[src/rtl/z80_bus_master.sv]
// Z80-style bus initiator: turns a req/done handshake into T-state timed memory and I/O cycles.
// Optional BUSREQ_n/BUSACK_n bus hand-over when compiled with `define Z80M_BUSREQ_EN.
module z80_bus_master #(
  parameter int TSTATE_CLKS = 4,
  parameter int ADDR_W      = 16,
  parameter int MAX_WAIT    = 255
) (
  input  logic              clk25,
  input  logic              RESET,
  input  logic              req,
  input  logic              req_io,
  input  logic              req_we,
  input  logic [ADDR_W-1:0] req_addr,
  input  logic [7:0]        req_wdata,
  output logic              ready,
  output logic              done,
  output logic              err,
  output logic [7:0]        rdata,
  output logic [ADDR_W-1:0] A,
  output logic [7:0]        D_out,
  output logic              D_oe,
  input  logic [7:0]        D_in,
  output logic              MREQ_n,
  output logic              IORQ_n,
  output logic              RD_n,
  output logic              WR_n,
  input  logic              WAIT_n
`ifdef Z80M_BUSREQ_EN
  ,
  input  logic              BUSREQ_n,
  output logic              BUSACK_n
`endif
);

  localparam int PH_W   = (TSTATE_CLKS > 2) ? $clog2(TSTATE_CLKS) : 1;
  localparam int H      = TSTATE_CLKS / 2;
  localparam int WCNT_W = $clog2(MAX_WAIT + 2);

  typedef enum logic [2:0] {
    S_IDLE, S_T1, S_T2, S_TW, S_T3, S_BUSGRANT
  } state_t;

  state_t            state;
  logic [PH_W-1:0]   ph;
  logic [WCNT_W-1:0] wcnt;
  logic              io_q;
  logic              we_q;
  logic              last_ph;
  logic              half_ph;

  assign last_ph = (ph == PH_W'(TSTATE_CLKS - 1));
  assign half_ph = (ph == PH_W'(H - 1));

  // Strobe edges are scheduled one clk early so every bus output comes straight from a flop.
  always_ff @(posedge clk25) begin
    if (RESET) begin
      // NOTE: reset is synchronous and covers the data path too, so A/D_out/rdata never show X.
      state  <= S_IDLE;
      ph     <= '0;
      wcnt   <= '0;
      io_q   <= 1'b0;
      we_q   <= 1'b0;
      ready  <= 1'b1;
      done   <= 1'b0;
      err    <= 1'b0;
      rdata  <= '0;
      A      <= '0;
      D_out  <= '0;
      D_oe   <= 1'b0;
      MREQ_n <= 1'b1;
      IORQ_n <= 1'b1;
      RD_n   <= 1'b1;
      WR_n   <= 1'b1;
`ifdef Z80M_BUSREQ_EN
      BUSACK_n <= 1'b1;
`endif
    end else begin
      // NOTE: default-low each edge makes done/err single-clk pulses without extra clear logic.
      done <= 1'b0;
      err  <= 1'b0;
      ph   <= last_ph ? '0 : ph + 1'b1;
      case (state)
        S_IDLE: begin
          ph <= '0;
`ifdef Z80M_BUSREQ_EN
          if (!BUSREQ_n) begin
            state    <= S_BUSGRANT;
            BUSACK_n <= 1'b0;
            ready    <= 1'b0;
          end else
`endif
          if (req) begin
            state <= S_T1;
            io_q  <= req_io;
            we_q  <= req_we;
            A     <= req_addr;
            D_out <= req_wdata;
            D_oe  <= req_we;
            wcnt  <= '0;
            ready <= 1'b0;
          end
        end
        S_T1: begin
          if (half_ph && !io_q) begin
            MREQ_n <= 1'b0;
            RD_n   <= we_q;
          end
          if (last_ph) begin
            state <= S_T2;
            WR_n  <= !we_q;
            if (io_q) begin
              IORQ_n <= 1'b0;
              RD_n   <= we_q;
            end
          end
        end
        S_T2, S_TW: begin
          if (last_ph) begin
            if (state == S_T2 && io_q) begin
              state <= S_TW;  // automatic I/O wait state, not counted as extra
            end else if (WAIT_n) begin
              state <= S_T3;
              if (!we_q) rdata <= D_in;
            end else if (wcnt == WCNT_W'(MAX_WAIT)) begin
              state  <= S_IDLE;
              err    <= 1'b1;
              ready  <= 1'b1;
              D_oe   <= 1'b0;
              MREQ_n <= 1'b1;
              IORQ_n <= 1'b1;
              RD_n   <= 1'b1;
              WR_n   <= 1'b1;
            end else begin
              state <= S_TW;
              wcnt  <= wcnt + 1'b1;
            end
          end
        end
        S_T3: begin
          if (half_ph) begin
            MREQ_n <= 1'b1;
            IORQ_n <= 1'b1;
            RD_n   <= 1'b1;
            WR_n   <= 1'b1;
          end
          if (last_ph) begin
            done <= 1'b1;
            D_oe <= 1'b0;
`ifdef Z80M_BUSREQ_EN
            if (!BUSREQ_n) begin
              state    <= S_BUSGRANT;
              BUSACK_n <= 1'b0;
              ready    <= 1'b0;
            end else begin
              state <= S_IDLE;
              ready <= 1'b1;
            end
`else
            state <= S_IDLE;
            ready <= 1'b1;
`endif
          end
        end
`ifdef Z80M_BUSREQ_EN
        S_BUSGRANT: begin
          if (BUSREQ_n) begin
            state    <= S_IDLE;
            BUSACK_n <= 1'b1;
            ready    <= 1'b1;
          end
        end
`endif
        default: state <= S_IDLE;
      endcase
    end
  end

endmodule

[config.mk]
export PLATFORM = sky130hd
export DESIGN_NAME = z80_bus_master
export DESIGN_NICKNAME = d
export VERILOG_FILES = /design/src/rtl/z80_bus_master.sv
export SDC_FILE = /design/constraint.sdc
export NUM_CORES = 1
export LEC_CHECK = 0
export CAP_MARGIN = 20
export CELL_PAD_IN_SITES_DETAIL_PLACEMENT = 0
export CELL_PAD_IN_SITES_GLOBAL_PLACEMENT = 1
export CORE_ASPECT_RATIO = 2
export CORE_MARGIN = 2
export CORE_UTILIZATION = 33
export DETAILED_ROUTE_END_ITERATION = 10
export GPL_TIMING_DRIVEN = 0
export HOLD_SLACK_MARGIN = 0.12
export PLACE_DENSITY = 0.74
export SLEW_MARGIN = 20
export SYNTH_ARGS = -nofsm -noshare
export SYNTH_HDL_FRONTEND = slang
export SYNTH_SLANG_ARGS = --single-unit
[constraint.sdc]
create_clock -name clk25 -period 2.7 [get_ports clk25]
set_clock_uncertainty 0.2 [all_clocks]
set_input_delay 0.54 -clock clk25 [delete_from_list [all_inputs] [get_ports clk25]]
set_output_delay 0.54 -clock clk25 [all_outputs]
set_load 0.1 [all_outputs]
==> results of run 1 <==
state kept, by name (all words and copies together), names as in the netlist, 2 cells and up:
signal  cells
A          16
ph          2
state       3
wcnt        9
rdata       8
D_out       8
metal layers:
layer  track usage (%)  vias to the layer above
li1                  -                     1170
met1             17.52                     1084
met2             35.72                       49
met3             4.821                        7
met4             6.618                        0
met5                 0                        -
power by group through the flow:
stage	registers (W)	clock network (W)	logic, W
2_1_floorplan	0.00111	0	0.000117
3_3_place_gp	0.000901	0	0.000469
3_5_place_dp	0.000903	0	0.000472
4_1_cts	0.000883	0.000702	0.000473
5_1_grt	0.000887	0.000728	0.000497
6_report	0.000883	0.000677	0.000469
cell families after synthesis:
| kind of cell | Yosys count |
|---|---|
| mux | 12 |
| fa+ha+maj | 4 |
| compound gates | 65 |
| simple gates | 124 |
| buf+inv | 26 |
| flops | 56 |
stage by stage:
stage,cells,worst slack [ns],hold slack (ns)
3_5_place_dp,456,0.1453,0.2486
3_3_place_gp,456,0.1560,0.2410
4_1_cts,464,0.1408,0.2569
6_report,464,0.1576,0.2554
5_1_grt,464,0.05533,0.2775
2_1_floorplan,287,0.5858,0.2392
worst max path at each step:
stage,start,to,slack [ns],cells after the start
finish,RD_n$_SDFFE_PP1P_,RD_n,0.16,1
detailed placement,req,wcnt[5]$_SDFFE_PP0P_,0.15,6
floorplan,wcnt[0]$_SDFFE_PP0P_,RD_n$_SDFFE_PP1P_,0.59,8
global placement,req,wcnt[5]$_SDFFE_PP0P_,0.16,6
global route,wcnt[2]$_SDFFE_PP0P_,IORQ_n$_SDFFE_PP1P_,0.06,8
CTS,WR_n$_SDFFE_PP1P_,WR_n,0.14,1
cell type report:
class	count	area [um2]	area share, %
flip-flops and latches	56	1121	32.05
clock inverters	2	15.01	0.4292
clock buffers	6	138.9	3.970
plain buffers	19	110.1	3.147
multi-input cells	205	1201	34.33
repair buffers	77	770.7	22.03
well taps	92	115.1	3.290
inverters	7	26.28	0.7511
cells in the final DEF (no fill, tap or decap), drive strengths merged, types with 4 or more instances in the layout:
cell type and count:
a21oi 37, a31oi 5, buf 11, clkbuf 14
clkdlybuf4s50 77, dfxtp 56, ha 4, inv 7
mux2i 11, nand2 63, nand2b 4, nand3 8
nand4 4, nor2 15, nor3 4, nor3b 4
nor4 5, o21ai 8, o31ai 4
==> results.txt, run 1 <==
----------------------------------------------------
[Run status]
  Outcome ... finished, final reports clean

[CTS]
  Post CTS Setup Buffer Count ... 0
  Clock-pin slew on the worst setup and hold paths ... roughly 0.070 ns
  Cts-stage hold buffer count ... 0
  Clock Tree Root ... clkbuf_16
  Worst skew pair latency ... ~0.3 ns
  Maximum root-to-sink buffer count ... 2
  Number of sinks handled by clock tree synthesis ... 56
  Number of gates resized after CTS ... 0
  Clock buffers created by TritonCTS ... 5
  H-tree levels ... 2
  CTS tree ... yes

[Setup path]
  Worst Path Class, Setup ... reg -> out
  Capture instance of the worst register-to-register path ... IORQ_n$_SDFFE_PP1P_
  Crit-path cells ... clkdlybuf4s50_1
  WP buf/inv ... 1
  Max stage delay cell, worst path ... clkdlybuf4s50_1
  Worst-case reg-to-reg path depth ... 8
  Critical path startpoint category ... flip-flop
  Req. time, crit path ... around 2.0 ns
  Kind of end point of the critical path ... output pin
  R2R setup slack ... around 0.28 ns
  Arrival time of the worst setup path ... ~1.8 ns
  Highest fanout seen on the critical path ... 2
  Critical Path Max Stage Delay ... between 1 and 1.5 ns
  Worst reg2reg path startpoint ... wcnt[2]$_SDFFE_PP0P_
  CP top delay family ... buffers and inverters

[STA]
  Fmax ... 393.3 MHz
  Pin slew with the least headroom to its limit ... about 1.0 ns
  RSZ-0062 raised after global routing ... no
  Final-report setup violation count ... 0
  Worst rel slew slack ... between 30% and 40%
  Number of pins exceeding their max-slew limit in the final report ... 0
  Total negative slack ... 0 ns
  Post-route fraction of the period consumed by the critical path ... about 94%
  Total count of hold-check failures in the final report ... 0
  Clock period minus worst slack ... about 2.5 ns

[Synthesis]
  Proportion of netlist area held by the largest area contributor ... roughly 46%
  Top FF cell, synth ... dfxtp_1
  Warnings from Yosys ... 0
  Most frequent cell after synthesis ... nand2_1
  Most instantiated cells after synthesis ... nand2_1, dfxtp_1, a21oi_1
  Cell type with the largest total area after synthesis ... dfxtp_1
  Xor and xnor area share after synthesis ... 0%
  Async set-or-reset flop fraction in the synthesized netlist ... 0%
  Fraction of the yosys area taken by sequential cells ... a little under half
  Simple logic cell fraction of the synthesized area ... between 20 and 30%
  Post-synth net total ... 329
  Number of synthesized flops with an enable pin ... 0
  Cell area after synthesis ... approximately 2500 um2
  Compound-cell area share of the yosys netlist ... 16.34%
  Post-Syn Area per Cell ... about 8.6 um2
  Post-synthesis mux area share ... under 10%
  FF+latch count, synth ... between 50 and 60
  Number of different library cells in the post-synthesis netlist ... 46
  Area contributors post-synth ... dfxtp_1, nand2_1, a21oi_1, mux2i_1, nor2_1
  Synthesized-area fraction occupied by adder cells ... between 2 and 2.5%
  Combinational family with the most area after synthesis ... simple AND/OR/NAND/NOR gates
  Cells after synthesis ... around 290

[Drt]
  Met2 wirelength from detailed routing ... slightly above 4000 um
  Drc violations ... 0
  DRT met1 WL ... 2530 um
  Detailed-routed wire length on met3 ... about 360 um
  Routed vias/inst ... between 4 and 5
  Number of DRC markers after the initial detailed-route iteration ... a little under 80
  Detail-routed net length per standard cell ... around 15 um
  Detailed-routing iteration count for the pre-antenna-repair pass ... 4
  Total vias in the final route ... between 2000 and 2500
  Uppermost signal routing layer after detailed routing ... met4
  Aggregate routed wire length ... 7050 um
  Post-detailed-route count of antenna-violating nets ... 0

[Placed design]
  Count of input and output buffers ... 77
  Final HPWL DP ... between 5000 and 6000 um
  Placed Instance Area ... between 3000 and 4000 um2
  Last weighted congestion value of the routability-driven placer ... roughly 0.75

[Power]
  Total power ... slightly above 0.002 W
  Clock network fraction of total power ... 33.4%
  Fraction of power spent switching nets ... 32.10%
  Power density over the cells ... a little under 600 nW/um2
  Total leakage power ... 1.332 nW
  Internal power of the cells ... 0.001378 W
  Share of total power in combinational logic ... 23.1%
  Fraction of power consumed by sequential logic ... 43.5%
  Net switching power ... between 0.0006 and 0.0007 W
  VDD IR-drop max ... around 380 uV

[Worst hold path]
  Hold Path Origin ... A[0]$_SDFFE_PP0P_
  Class of the worst hold path ... reg -> reg
  Hold Path Stages ... 2
  Min-Delay Endpoint ... A[0]$_SDFFE_PP0P_

[Final layout]
  Cell area after layout ... between 3000 and 4000 um2
  Layout overhead on the synthesized area ... 42.29%
  # fillers ... ~760
  Diodes inserted ... 0
  Post-layout net count ... just over 400
  Fraction of layout cells with a size suffix above 1 ... between 7 and 8%
  Core utilization of the finished layout ... 48.14%

[Floorplan]
  Die height ... roughly 130 um
  Initial cell density of the core ... between 30% and 40%
  Floorplan Core Area ... ~7300 um2
  Number of ports placed on the die boundary ... 78
  Die Outline Area ... roughly 8200 um2
  Horizontal die dimension ... approximately 65 um
  Placement Rows ... 44

[Global route]
  Initial antenna violation count ... 0
  Total congestion overflow ... 0
  Total global-route track usage ... ~18%
  Via count of the first global-routing pass ... between 2000 and 2500
  Wire length of the first global-routing pass ... between 10000 and 15000 um
  Largest net degree at the start of global routing ... 18

[Job]
  Max-capacitance violation count ... 0

----------------------------------------------------
(Power assumes the default switching activity.)
==> inputs of run 2 (changes only) <==
--- a/config.mk
+++ b/config.mk
@@ -8,13 +8,13 @@
 export CAP_MARGIN = 20
 export CELL_PAD_IN_SITES_DETAIL_PLACEMENT = 0
 export CELL_PAD_IN_SITES_GLOBAL_PLACEMENT = 1
-export CORE_ASPECT_RATIO = 2
-export CORE_MARGIN = 2
-export CORE_UTILIZATION = 33
+export CORE_ASPECT_RATIO = 1.4
+export CORE_MARGIN = 1
+export CORE_UTILIZATION = 36
 export DETAILED_ROUTE_END_ITERATION = 10
 export GPL_TIMING_DRIVEN = 0
 export HOLD_SLACK_MARGIN = 0.12
-export PLACE_DENSITY = 0.74
+export PLACE_DENSITY = 0.8
 export SLEW_MARGIN = 20
 export SYNTH_ARGS = -nofsm -noshare
 export SYNTH_HDL_FRONTEND = slang
==> constraint.sdc (replaced) <==
create_clock -name clk25 -period 2.95 [get_ports clk25]
set_clock_uncertainty 0.2 [all_clocks]
set_input_delay 0.59 -clock clk25 [delete_from_list [all_inputs] [get_ports clk25]]
set_output_delay 0.59 -clock clk25 [all_outputs]
set_load 0.1 [all_outputs]
==> run 2 against run 1 <==
  * Worst setup slack improved by 0.19 ns
  * Clock-buffer cell count increased by 1
  * Total power decreased by 17%
  * Design area decreased by 1.7%
  * Sequential power decreased by 8.5%
  * Combinational power decreased by 9.0%
  * Critical path type unchanged
==> results.txt, run 2 (same netlist as run 1, synthesis figures left out) <==
----------------------------------------------------
[Run status]
  Outcome ... finished, final reports clean

[Worst hold path]
  Hold Path Origin ... A[15]$_SDFFE_PP0P_
  Class of the worst hold path ... reg -> reg
  Min-Delay Endpoint ... A[15]$_SDFFE_PP0P_
  Hold Path Stages ... 2 (unchanged)

[Final layout]
  Most flops, register ... A
  Cell area after layout ... 3438 um2 (-1.7%)
  Leading registers by flop count ... A: 16 flops, wcnt: 9 flops
  Number of flip-flops in the largest register ... 16 (unchanged)
  Fraction of layout cells with a size suffix above 1 ... 7.527% (-0.27 points)
  Diodes inserted ... 0 (unchanged)
  Layout overhead on the synthesized area ... 39.85%
  Most frequent cells in the layout ... clkdlybuf4s50_1, nand2_1, dfxtp_1, a21oi_1, nor2_1
  Post-layout net count ... 413 (unchanged)
  Core utilization of the finished layout ... 52.00% (+3.9 points)
  Most common cell after layout, fill and taps aside ... clkdlybuf4s50_1

[Power]
  Power density over the cells ... 487.7 nW/um2 (-16%)
  VDD IR-drop max ... 316.5 uV (-17%)
  Total power ... 0.001677 W (-17%)
  Total leakage power ... 1.308 nW (-1.8%)

[Global route]
  Total global-route track usage ... 18.11% (-0.18 points)
  Wire length of the first global-routing pass ... 10380 um (-9.9%)
  Via count of the first global-routing pass ... 2145 (-10%)
  Largest net degree at the start of global routing ... 17 (-1)
  Total congestion overflow ... 0 (unchanged)
  Initial antenna violation count ... 0 (unchanged)

[Floorplan]
  Die Outline Area ... 7169 um2 (-13%)
  Initial cell density of the core ... 37.18% (+3.3 points)
  Number of ports placed on the die boundary ... 78 (unchanged)
  Die height ... 99.78 um (-21%)
  Placement Rows ... 35 (-20%)
  Floorplan Core Area ... 6613 um2 (-9.0%)
  Horizontal die dimension ... 71.85 um (+10%)

[Setup path]
  Worst reg2reg path startpoint ... wcnt[2]$_SDFFE_PP0P_
  Max stage delay cell, worst path ... clkdlybuf4s50_1
  Worst Path Class, Setup ... reg -> out
  Critical path startpoint category ... flip-flop
  Crit. path cell count ... 1 (unchanged)
  Crit-path cells ... clkdlybuf4s50_1
  R2R setup slack ... 0.56 ns (+0.28 ns)
  Worst-case reg-to-reg path depth ... 8 (unchanged)
  Highest fanout seen on the critical path ... 2 (unchanged)
  WP buf/inv ... 1 (unchanged)
  CP top delay family ... buffers and inverters
  Kind of end point of the critical path ... output pin
  Req. time, crit path ... 2.16 ns (+0.20 ns)
  Critical Path Max Stage Delay ... 1.15 ns (about the same)
  Capture instance of the worst register-to-register path ... IORQ_n$_SDFFE_PP1P_
  Arrival time of the worst setup path ... 1.82 ns (+0.02 ns)

[STA]
  Fmax ... 383.5 MHz
  Total count of hold-check failures in the final report ... 0 (unchanged)
  RSZ-0062 raised after global routing ... no
  PnR worst setup slack ... 0.3427 ns (+0.1851 ns)
  Worst rel slew slack ... 33.21% (+0.43 points)
  Total negative slack ... 0 ns (unchanged)
  Post-route fraction of the period consumed by the critical path ... around nine tenths
  Number of pins exceeding their max-slew limit in the final report ... 0 (unchanged)
  Clock period minus worst slack ... between 2 and 3 ns
  Final-report setup violation count ... 0 (unchanged)
  Pin slew with the least headroom to its limit ... 0.9987 ns (-0.006456 ns)

[Drt]
  Aggregate routed wire length ... 6247 um (-11%)
  Drc violations ... 0 (unchanged)
  Post-detailed-route count of antenna-violating nets ... 0 (unchanged)
  Detailed-routing iteration count for the pre-antenna-repair pass ... 4 (unchanged)
  Number of DRC markers after the initial detailed-route iteration ... 137 (+73%)
  Detail-routed net length per standard cell ... 13.46 um (-11%)
  Total vias in the final route ... 2301 (-0.39%)
  Routed vias/inst ... 4.959 (-0.39%)

[CTS]
  Post CTS Setup Buffer Count ... 0 (unchanged)
  Maximum root-to-sink buffer count ... 2 (unchanged)
  H-tree levels ... 2 (unchanged)
  Cts-stage hold buffer count ... 0 (unchanged)
  Clock buffers created by TritonCTS ... 5 (unchanged)
  CTS tree ... yes
  Number of gates resized after CTS ... 0 (unchanged)
  Worst skew pair latency ... 0.31 ns (about the same)
  Number of sinks handled by clock tree synthesis ... 56 (unchanged)
  Clock-pin slew on the worst setup and hold paths ... 0.10 ns (+0.03 ns)
  Clock Tree Root ... clkbuf_8

[Placed design]
  Last weighted congestion value of the routability-driven placer ... 0.7691 (+2.7%)
  Count of input and output buffers ... 77 (unchanged)
  Placed Instance Area ... 3344 um2 (unchanged)
  Final HPWL DP ... 4507 um (-16%)
  Post-placement setup slack ... 0.4225 ns (+0.2772 ns)

[Job]
  Max-capacitance violation count ... 0 (unchanged)

----------------------------------------------------
==> run 2: through the flow <==
stage | cells | hold WS, ns
2_1_floorplan | 287 | 0.2392
3_3_place_gp | 456 | 0.2409
3_5_place_dp | 456 | 0.2484
4_1_cts | 464 | 0.2614
5_1_grt | 464 | 0.2832
6_report | 464 | 0.2569
==> run 2: cell type report <==
type / count / area (um2)
Timing Repair Buffer: 77 / 770.7
Clock buffer: 7 / 86.33
Clock inverter: 1 / 7.507
Fill cell: 638 / 3174
Buffer: 19 / 110.1
Sequential cell: 56 / 1121
Multi-Input combinational cell: 205 / 1201
Tap cell: 92 / 115.1
Inverter: 7 / 26.28
==> run 2: metal layers <==
metal	track usage, %	share of wire, %	up-vias
li1	-	-	1170
met1	21.89	43	1059
met3	4.518	6.0	9
met5	0	0	-
met4	5.279	1.5	0
met2	31.49	49	63
==> run 2: worst max-delay path by stage <==
stage | slack, ns | start | end
after floorplan | 0.84 | wcnt[0]$_SDFFE_PP0P_ | RD_n$_SDFFE_PP1P_
after global placement | 0.42 | req | wcnt[5]$_SDFFE_PP0P_
after detailed placement | 0.42 | req | wcnt[5]$_SDFFE_PP0P_
after CTS | 0.33 | IORQ_n$_SDFFE_PP1P_ | IORQ_n
after global routing | 0.29 | WR_n$_SDFFE_PP1P_ | WR_n
final | 0.34 | IORQ_n$_SDFFE_PP1P_ | IORQ_n
==> run 2: report_power, final <==
part	switching [W]	internal (W)	leakage, nW	total (W)
combinational	0.000292	0.000134	0.806	0.000427
sequential	0.0000194	0.000788	0.457	0.000808
clock	0.000251	0.000192	0.0445	0.000442
total	0.000562	0.00111	1.31	0.00168
==> inputs of run 3 (changes only) <==
--- a/config.mk
+++ b/config.mk
@@ -15,7 +15,7 @@
 export GPL_TIMING_DRIVEN = 0
 export HOLD_SLACK_MARGIN = 0.12
 export PLACE_DENSITY = 0.8
-export SLEW_MARGIN = 20
+export SKIP_CTS_REPAIR_TIMING = 1
 export SYNTH_ARGS = -nofsm -noshare
 export SYNTH_HDL_FRONTEND = slang
 export SYNTH_SLANG_ARGS = --single-unit
==> results of run 3 <==
Same layout as run 2: the final DEF is identical, and so are final timing and power.
